==> src/rtl/module_clk_enables_if.sv <==
// Control and strobe bundle for the clock-enable generator: per-channel enables,
// divide-ratio loads and shared resync in; tick/sq strobes and locked out.
interface module_clk_enables_if #(
    parameter int N_CH  = 4,
    parameter int CNT_W = 16
);
    logic [N_CH-1:0]  en;
    logic [N_CH-1:0]  div_load;
    logic [CNT_W-1:0] div_value;
    logic             resync;
    logic [N_CH-1:0]  tick;
    logic [N_CH-1:0]  sq;
    logic             locked;

    modport master (
        output en, div_load, div_value, resync,
        input  tick, sq, locked
    );

    modport slave (
        input  en, div_load, div_value, resync,
        output tick, sq, locked
    );
endinterface

==> src/rtl/module_clk_enables.sv <==
// Multi-channel clock-enable generator: per-channel tick strobes and /2D square waves on clk.
// All outputs registered (1 cycle after the deciding edge); free-running, no backpressure.
module module_clk_enables #(
    parameter int N_CH        = 4,
    parameter int CNT_W       = 16,
    parameter int DIV_DEFAULT = 10,
    parameter int LOCK_CYCLES = 16
) (
    input  logic                clk,
    input  logic                rst_n,
    module_clk_enables_if.slave bus
);
    localparam int LOCK_W = $clog2(LOCK_CYCLES + 1);
    localparam logic [CNT_W-1:0] CNT_ONE = CNT_W'(1);

    typedef enum logic {
        ST_WAIT = 1'b0,
        ST_RUN  = 1'b1
    } lock_state_t;

    lock_state_t       r_state;
    lock_state_t       w_state_nxt;
    logic [LOCK_W-1:0] r_lock_cnt;
    logic [LOCK_W-1:0] w_lock_cnt_nxt;
    logic              w_locked;

    logic [CNT_W-1:0]  r_cnt      [N_CH];
    logic [CNT_W-1:0]  r_div      [N_CH];
    logic [CNT_W-1:0]  w_cnt_nxt  [N_CH];
    logic [CNT_W-1:0]  w_div_nxt  [N_CH];
    logic [N_CH-1:0]   r_tick;
    logic [N_CH-1:0]   r_sq;
    logic [N_CH-1:0]   w_tick_nxt;
    logic [N_CH-1:0]   w_sq_nxt;
    logic [CNT_W-1:0]  w_div_clamp;

    always_ff @(posedge clk or negedge rst_n) begin
        if (!rst_n) begin
            r_state    <= ST_WAIT;
            r_lock_cnt <= '0;
        end else begin
            r_state    <= w_state_nxt;
            r_lock_cnt <= w_lock_cnt_nxt;
        end
    end

    // The counter saturates at LOCK_CYCLES because it only advances while waiting.
    always_comb begin
        w_state_nxt    = r_state;
        w_lock_cnt_nxt = r_lock_cnt;
        case (r_state)
            ST_WAIT: begin
                w_lock_cnt_nxt = r_lock_cnt + LOCK_W'(1);
                if (r_lock_cnt == LOCK_W'(LOCK_CYCLES - 1)) begin
                    w_state_nxt = ST_RUN;
                end
            end
            ST_RUN: begin
                w_state_nxt = ST_RUN;
            end
            default: begin
                w_state_nxt    = ST_WAIT;
                w_lock_cnt_nxt = '0;
            end
        endcase
    end

    assign w_locked    = (r_state == ST_RUN);
    assign w_div_clamp = (bus.div_value == '0) ? CNT_ONE : bus.div_value;

    always_comb begin
        for (int i = 0; i < N_CH; i++) begin
            w_cnt_nxt[i]  = r_cnt[i];
            w_div_nxt[i]  = r_div[i];
            w_tick_nxt[i] = 1'b0;
            w_sq_nxt[i]   = r_sq[i];

            if (bus.div_load[i]) begin
                w_div_nxt[i] = w_div_clamp;
            end

            // Priority: not locked > resync > load > enable.
            if (!w_locked || bus.resync) begin
                w_cnt_nxt[i] = '0;
                w_sq_nxt[i]  = 1'b0;
            end else if (bus.div_load[i]) begin
                w_cnt_nxt[i] = '0;
            end else if (bus.en[i]) begin
                if (r_cnt[i] == r_div[i] - CNT_ONE) begin
                    w_cnt_nxt[i]  = '0;
                    w_tick_nxt[i] = 1'b1;
                    w_sq_nxt[i]   = ~r_sq[i];
                end else begin
                    w_cnt_nxt[i] = r_cnt[i] + CNT_ONE;
                end
            end
        end
    end

    always_ff @(posedge clk or negedge rst_n) begin
        if (!rst_n) begin
            for (int i = 0; i < N_CH; i++) begin
                r_cnt[i] <= '0;
                r_div[i] <= CNT_W'(DIV_DEFAULT);
            end
            r_tick <= '0;
            r_sq   <= '0;
        end else begin
            for (int i = 0; i < N_CH; i++) begin
                r_cnt[i] <= w_cnt_nxt[i];
                r_div[i] <= w_div_nxt[i];
            end
            r_tick <= w_tick_nxt;
            r_sq   <= w_sq_nxt;
        end
    end

    assign bus.tick   = r_tick;
    assign bus.sq     = r_sq;
    assign bus.locked = w_locked;
endmodule

==> src/flat_wrapper.sv <==
// flat-port wrapper written by rule: the top's interface ports become plain ports
module module_clk_enables_flat 
#(
    parameter int N_CH        = 4,
    parameter int CNT_W       = 16,
    parameter int DIV_DEFAULT = 10,
    parameter int LOCK_CYCLES = 16
)
  (clk, rst_n, bus_en, bus_div_load, bus_div_value, bus_resync, bus_tick, bus_sq, bus_locked);
  module_clk_enables_if #(.N_CH(N_CH), .CNT_W(CNT_W)) bus_i ();
  input  logic clk;
  input  logic rst_n;
  input wire logic [$bits(bus_i.en)-1:0] bus_en;
  input wire logic [$bits(bus_i.div_load)-1:0] bus_div_load;
  input wire logic [$bits(bus_i.div_value)-1:0] bus_div_value;
  input wire logic [$bits(bus_i.resync)-1:0] bus_resync;
  output wire logic [$bits(bus_i.tick)-1:0] bus_tick;
  output wire logic [$bits(bus_i.sq)-1:0] bus_sq;
  output wire logic [$bits(bus_i.locked)-1:0] bus_locked;
  assign bus_i.en = bus_en;
  assign bus_i.div_load = bus_div_load;
  assign bus_i.div_value = bus_div_value;
  assign bus_i.resync = bus_resync;
  assign bus_tick = bus_i.tick;
  assign bus_sq = bus_i.sq;
  assign bus_locked = bus_i.locked;
  module_clk_enables #(.N_CH(N_CH), .CNT_W(CNT_W), .DIV_DEFAULT(DIV_DEFAULT), .LOCK_CYCLES(LOCK_CYCLES)) u_core (.clk(clk), .rst_n(rst_n), .bus(bus_i));
endmodule
==> config.mk <==
export PLATFORM = sky130hd
export DESIGN_NAME = module_clk_enables_flat
export DESIGN_NICKNAME = d
export VERILOG_FILES = /design/src/rtl/module_clk_enables_if.sv /design/src/rtl/module_clk_enables.sv /design/src/flat_wrapper.sv
export SDC_FILE = /design/constraint.sdc
export NUM_CORES = 1
export LEC_CHECK = 0
export ABC_AREA = 1
export CORE_ASPECT_RATIO = 0.6
export CORE_MARGIN = 2
export CORE_UTILIZATION = 53
export DETAILED_ROUTE_END_ITERATION = 16
export HOLD_SLACK_MARGIN = 0.15
export PLACE_DENSITY = 0.71
export SLEW_MARGIN = 5
export SYNTH_ARGS = -nofsm -noshare
export SYNTH_HDL_FRONTEND = slang
export SYNTH_SLANG_ARGS = --single-unit
==> constraint.sdc <==
create_clock -name clk -period 3.9 [get_ports clk]
set_input_delay 0.78 -clock clk [delete_from_list [all_inputs] [get_ports clk]]
set_output_delay 0.78 -clock clk [all_outputs]
set_load 0.01 [all_outputs]
==> run_results.csv, run 1 <==
group,metric,value,unit
run_status,outcome,"finished clean",
synthesis,synth_area_per_cell,7.14,µm²
synthesis,synth-async-reset-ratio,1.00,
clock_network,cts_tree,"done",
sta,tns,0,ns
flow_run,maxCapViolations,0,
worst_setup_path,cp_max_fo,11,
grt,met2_usage,0.385,
power,peakVddDrop,354,µV
grt,grt_pass1_wl,41400,µm
grt,grt-ovfl-total,0,
die,die_y,108,µm
sta,max_freq,371,MHz
worst_setup_path,crit_path_end_kind,"register",
grt,top_usage_layer,"met1",
route,dr.pass1.iters,6,
clock_network,clock_latency,0.44,ns
synthesis,synthesis.nets,1388,
clock_network,cts-root-buf,"clkbuf_16",
route,wl_per_cell,15.5,µm
final_layout,nets,1410,
sta,hold_viol,0,
synthesis,ys.flop_type,"dfrtp_1",
clock_network,htree_levels,4,
final_layout,diodes,0,
sta,min_period_over_period,0.690,
die,io_pins,36,
synthesis,ys.warnings.count,0,
clock_network,holdBufCountCts,0,
die,dieArea,19300,µm²
clock_network,cts_sinks,142,
synthesis,ys_seq_area_frac,0.369,
worst_setup_path,crit_type,"register to register",
die,fp.coreArea,17900,µm²
final_layout,layout_commonest_cell,"nand2_1",
final_layout,mostFrequentLayoutCells,"410 x nand2_1, 147 x inv_1, 134 x dfrtp_1, 130 x nor2_1",
route,vias,8723,
grt,grt.total_usage,0.278,
synthesis,synthCells,1351,
grt,first_global_vias,7952,
min_path,hp-class,"primary input to async pin",
place,gp_congestion,0.905,
die,initial_core_util,0.538,
sta,setup_viol,0,
clock_network,cts.clk_slew.worst_paths,0.07,ns
final_layout,multi_input_area,5260,µm²
clock_network,postCtsSetupRepairBufs,0,
route,routed_wl,25200,µm
grt,grt_max_degree,78,
synthesis,synth.area.top_cells,"dfrtp_1 35%, nand2_1 16%, xor2_1 6.9%",
sta,layout_setup_ws,1.21,ns
place,pre_cts_ws,1.20,ns
place,dp_hpwl,18500,µm
power,leakagePower,0.00514,µW
synthesis,syn_area,9650,µm²
route,avgViaCountPerCell,5.36,
place,place.port_buffers,35,
die,rows,38,
final_layout,final-seq-area,3560,µm²
sta,worstMarginPinSlew,0.684,ns
worst_setup_path,cp.required,4.21,ns
synthesis,ys_ff_latch,142,
sta,rsz0062_at_grt,"false",
synthesis,ys_types,44,
sta,slew_headroom,0.542,
final_layout,area_growth,11.2,%
sta,slew_violations,0,
power,powerDensity,364,nW/µm²
clock_network,cts_max_path_buffers,2,
route,drt_iter0_drc,779,
grt,antenna_found_initial,0,
synthesis,synth_top_area_frac,0.348,
route,ant_nets,0,
worst_setup_path,worst_setup_path_start_kind,"register",
synthesis,synth_edf_count,0,
clock_network,cts-buffers-inserted,17,
grt,grt.met1_usage,0.428,
final_layout,fillers,1656,
worst_setup_path,arrival,3.00,ns
die,die_x,178,µm
final_layout,drive_gt1_frac,0.0909,
clock_network,post_cts_resize_count,0,
grt,grt_use_met3,0.0605,
sta,fin_worst_skew,0.0115,ns
sta,final.min_clock_period,2.69,ns
route,drc_errors,0,
synthesis,yosys.area.top_type,"dfrtp_1",
-- power by group --
group          switching (µW)  internal (µW)
Clock                     725            909
Combinational             405            217
Sequential               97.6           1550
-- kinds of logic (layout without fill, tap and decap cells) --
family,count (synthesis),in the layout,synth area share
compound gates,123,123,0.0747
fa+ha+maj,10,10,0.0130
simple gates,754,754,0.349
xor+xnor,114,114,0.104
flops,142,142,0.369
buf+inv,204,239,0.0856
mux,4,4,0.00467
-- flip-flops by register name, summed over array words and instances, names as in the netlist --
register	count
u_core.r_cnt	64
u_core.r_div	64
u_core.r_lock_cnt	5
u_core.bus.sq	4
u_core.bus.tick	4
u_core.bus.locked	1
-- area by class of cell --
cell class	instances	share of cell area
Timing Repair Buffer	42	0.0388
Sequential cell	142	0.332
Clock buffer	19	0.0413
Clock inverter	13	0.0122
Inverter	165	0.0577
Multi-Input combinational cell	1005	0.490
Tap cell	240	0.0280
-- metrics by stage --
stage               power (µW)  instances   util  hold slack, ns  area (µm²)
detailed placement        2280       1594  0.567           0.468       10200
floorplan                 2080       1351      -           0.438        9650
global route              4090       1626  0.599           0.367       10700
CTS                       3920       1626  0.599           0.345       10700
finish                    3910       1626  0.599           0.316       10700
global placement          2270       1594  0.567           0.462       10200
-- critical path: stages (launching register included) --
cell     delay [ns]
dfrtp_1        0.45
inv_1          0.19
ha_1           0.29
nand2_1        0.13
nor2_1         0.21
nand2_1        0.10
xor2_1         0.16
nor2_1         0.09
nand3_1        0.08
nor2_1         0.13
nand2_1        0.27
nand2_1        0.32
o21ai_0        0.14
-- Yosys cell counts (2+ instances only) --
cell type	count
a21o_1	2
inv_1	147
mux2_2	4
and3_1	2
o21ai_0	72
inv_2	16
xnor2_1	38
o22ai_2	10
nand2_1	410
dfstp_2	8
xor2_1	76
nor4_1	8
dfrtp_1	134
nand3_1	76
nor2_1	130
clkbuf_2	2
nand3_2	6
a21oi_1	11
or2_2	5
buf_1	6
nor3_4	3
nor3_1	19
clkbuf_1	17
nor3_2	3
nor2_4	8
buf_2	9
nand2_2	7
o211ai_1	2
nor2_2	15
and2_1	3
o21bai_1	4
ha_1	10
o21ai_1	19
nand4_1	47
clkinv_1	2
buf_6	4
nand3b_1	9
-- layer usage --
layer	share of wire	wire, µm
met1	0.51	13000
met2	0.40	10100
met3	0.073	1830
met4	0.012	305
met5	0	0
-- worst paths after layout --
path | from | end | slack [ns] | cells past startpoint
worst max-delay path | u_core.r_div[0] | u_core.r_cnt[6] | 1.21 | 12
worst min-delay path | rst_n | u_core.r_cnt[17] | 0.32 | 1
worst max register to register | u_core.r_div[0] | u_core.r_cnt[6] | 1.21 | 12
worst min register to register | u_core.r_lock_cnt[3] | u_core.r_lock_cnt[3] | 0.49 | 1
max in group asynchronous | rst_n | u_core.r_cnt[5] | 2.73 | 2
min in group clk | u_core.r_lock_cnt[3] | u_core.r_lock_cnt[3] | 0.49 | 1
No activity file was read; power rests on OpenSTA's default activity.
==> run 2: changes to the inputs <==
Clock period 3.9 ns to 2.8 ns, I/O delays scaled along.
==> run 2 against run 1 <==
Final cell count is 0.92% higher. Largest power group is now the clock network. Critical endpoint is now u_core.r_cnt[1]. Combinational power is 43% higher. Via count fell by 1.3%. Die area unchanged. Sequential power up 39%. Non-clock buffer count rose by 15. First-iteration DRC count fell by 15%. Clock skew fell by 0.0021 ns. Total power increased by 44%.
==> run_results.csv, run 2 (synthesis gave the netlist of run 1 again) <==
group,metric,value,unit
grt,grt_pass1_wl,41700,µm
clock_network,post_cts_resize_count,0,
worst_setup_path,rr_worst_depth,11,
worst_setup_path,cp_max_fo,6,
die,initial_core_util,0.538,
run_status,outcome,"finished clean",
sta,min_period_over_period,0.872,
worst_setup_path,arrival,2.76,ns
route,drc_errors,0,
route,avgViaCountPerCell,5.25,
final_layout,mostFrequentLayoutCells,"410 x nand2_1, 147 x inv_1, 134 x dfrtp_1, 130 x nor2_1",
sta,max_freq,410,MHz
final_layout,drive_gt1_frac,0.101,
worst_setup_path,rrSetupSlack,0.36,ns
route,drt_iter0_drc,659,
clock_network,htree_levels,4,
worst_setup_path,cp_cell_sequence,"inv_1 > ha_1 > nand2_1 > nor2_2 > nand3_1 > xor2_1 > nand3_1 > nor2_1 > nand2_1 > nand2_1 > o21ai_0",
power,powerDensity,515,nW/µm²
worst_setup_path,crit_end,"u_core.r_cnt[1]",
place,gp_congestion,0.925,
route,wl_per_cell,15.4,µm
worst_setup_path,cp-startpoint,"u_core.r_div[0]",
route,vias,8610,
sta,hold_viol,0,
worst_setup_path,crit_path_end_kind,"register",
grt,first_global_vias,7959,
worst_setup_path,r2r-end,"u_core.r_cnt[1]",
die,die_x,178,µm
min_path,hp-class,"register to register",
place,postPlaceCellArea,10300,µm²
worst_setup_path,worst_setup_path_start_kind,"register",
final_layout,finish.utilization,0.607,
power,peakVddDrop,456,µV
final_layout,largestRegisters,"u_core.r_cnt: 64 flops, u_core.r_div: 64 flops, u_core.r_lock_cnt: 5 flops",
clock_network,cts-buffers-inserted,17,
grt,grt_max_degree,63,
die,fp.coreArea,17900,µm²
die,io_pins,36,
sta,slew_violations,0,
clock_network,cts_sinks,142,
route,dr_wl_met2,10200,µm
worst_setup_path,r2r-start,"u_core.r_div[0]",
sta,tns,0,ns
grt,grt.total_usage,0.279,
final_layout,instances_no_fill,1641,
clock_network,cts_max_path_buffers,2,
route,met1_length,13000,µm
flow_run,maxCapViolations,0,
clock_network,holdBufCountCts,1,
die,die_y,108,µm
final_layout,diodes,0,
place,place.port_buffers,35,
sta,fin_worst_skew,0.00942,ns
die,rows,38,
sta,slew_headroom,0.585,
route,ant_nets,0,
worst_setup_path,crit_type,"register to register",
grt,grt-ovfl-total,0,
clock_network,clock_latency,0.44,ns
final_layout,area_growth,12.9,%
power,leakagePower,0.00524,µW
place,pre_cts_ws,0.340,ns
place,dpl.cell_count,1608,
route,wl_met3,1740,µm
final_layout,nets,1425,
grt,antenna_found_initial,0,
sta,setup_viol,0,
worst_setup_path,crit_buf_inv,1,
final_layout,layout_commonest_cell,"nand2_1",
sta,final.min_clock_period,2.44,ns
worst_setup_path,max_stage_delay,0.39,ns
worst_setup_path,cp_top_family,"simple AND/OR/NAND/NOR gates",
sta,rsz0062_at_grt,"false",
final_layout,fin_area,10900,µm²
worst_setup_path,path_common_cell,"nand2_1",
worst_setup_path,critPathSlowestCell,"dfrtp_1",
clock_network,postCtsSetupRepairBufs,0,
min_path,hp-start,"u_core.r_lock_cnt[4]",
die,dieArea,19300,µm²
worst_setup_path,cp.required,3.11,ns
route,routed_wl,25200,µm
clock_network,cts_tree,"done",
route,highest_layer,"met4",
route,dr.pass1.iters,5,
sta,worstMarginPinSlew,0.620,ns
clock_network,cts.clk_slew.worst_paths,0.07,ns
place,dp_hpwl,18400,µm
worst_setup_path,crit_cells,11,
sta,layout_setup_ws,0.358,ns
clock_network,cts-root-buf,"clkbuf_16",
[run 2: worst min path at each step]
| stage | slack [ns] | end | cells after the start |
|---|---|---|---|
| 6_report | 0.48 | u_core.r_lock_cnt[4] | 2 |
| 4_1_cts | 0.48 | u_core.r_lock_cnt[3] | 1 |
| 2_1_floorplan | 0.26 | u_core.bus.locked | 0 |
| 5_1_grt | 0.49 | u_core.r_lock_cnt[3] | 1 |
| 3_5_place_dp | 0.47 | u_core.r_lock_cnt[3] | 1 |
| 3_3_place_gp | 0.46 | u_core.r_lock_cnt[3] | 1 |
[run 2: per-layer routing]
metal	track usage	vias up
met4	0.0597	0
met1	0.427	4012
met2	0.397	218
met3	0.0682	25
met5	0	-
li1	-	4355
[run 2: tightest hold or removal path, stage by stage, from the launching register on]
cell and delay, ns:
dfrtp_1 0.34, nand2_1 0.05, o21ai_0 0.06
[run 2: where the power goes]
group	switching (µW)	leakage [µW]	internal (µW)	total (µW)
clock network	1060	0.000305	1370	2430
logic	577	0.00310	314	891
registers	128	0.00184	2160	2290
total	1760	0.00524	3840	5610
[run 2: layout make-up]
cell class                      instances  area (µm²)
Multi-Input combinational cell       1005        5260
Clock buffer                           17         425
Fill cell                            1642        7040
Clock inverter                         15         189
Sequential cell                       142        3560
Inverter                              165         619
Timing Repair Buffer                   57         532
Tap cell                              240         300
[run 2: metrics by stage]
stage,hold WS (ns),total power (µW)
finish,0.482,5610
detailed placement,0.467,3200
CTS,0.480,5620
global route,0.494,5860
global placement,0.457,3170
floorplan,0.264,2900
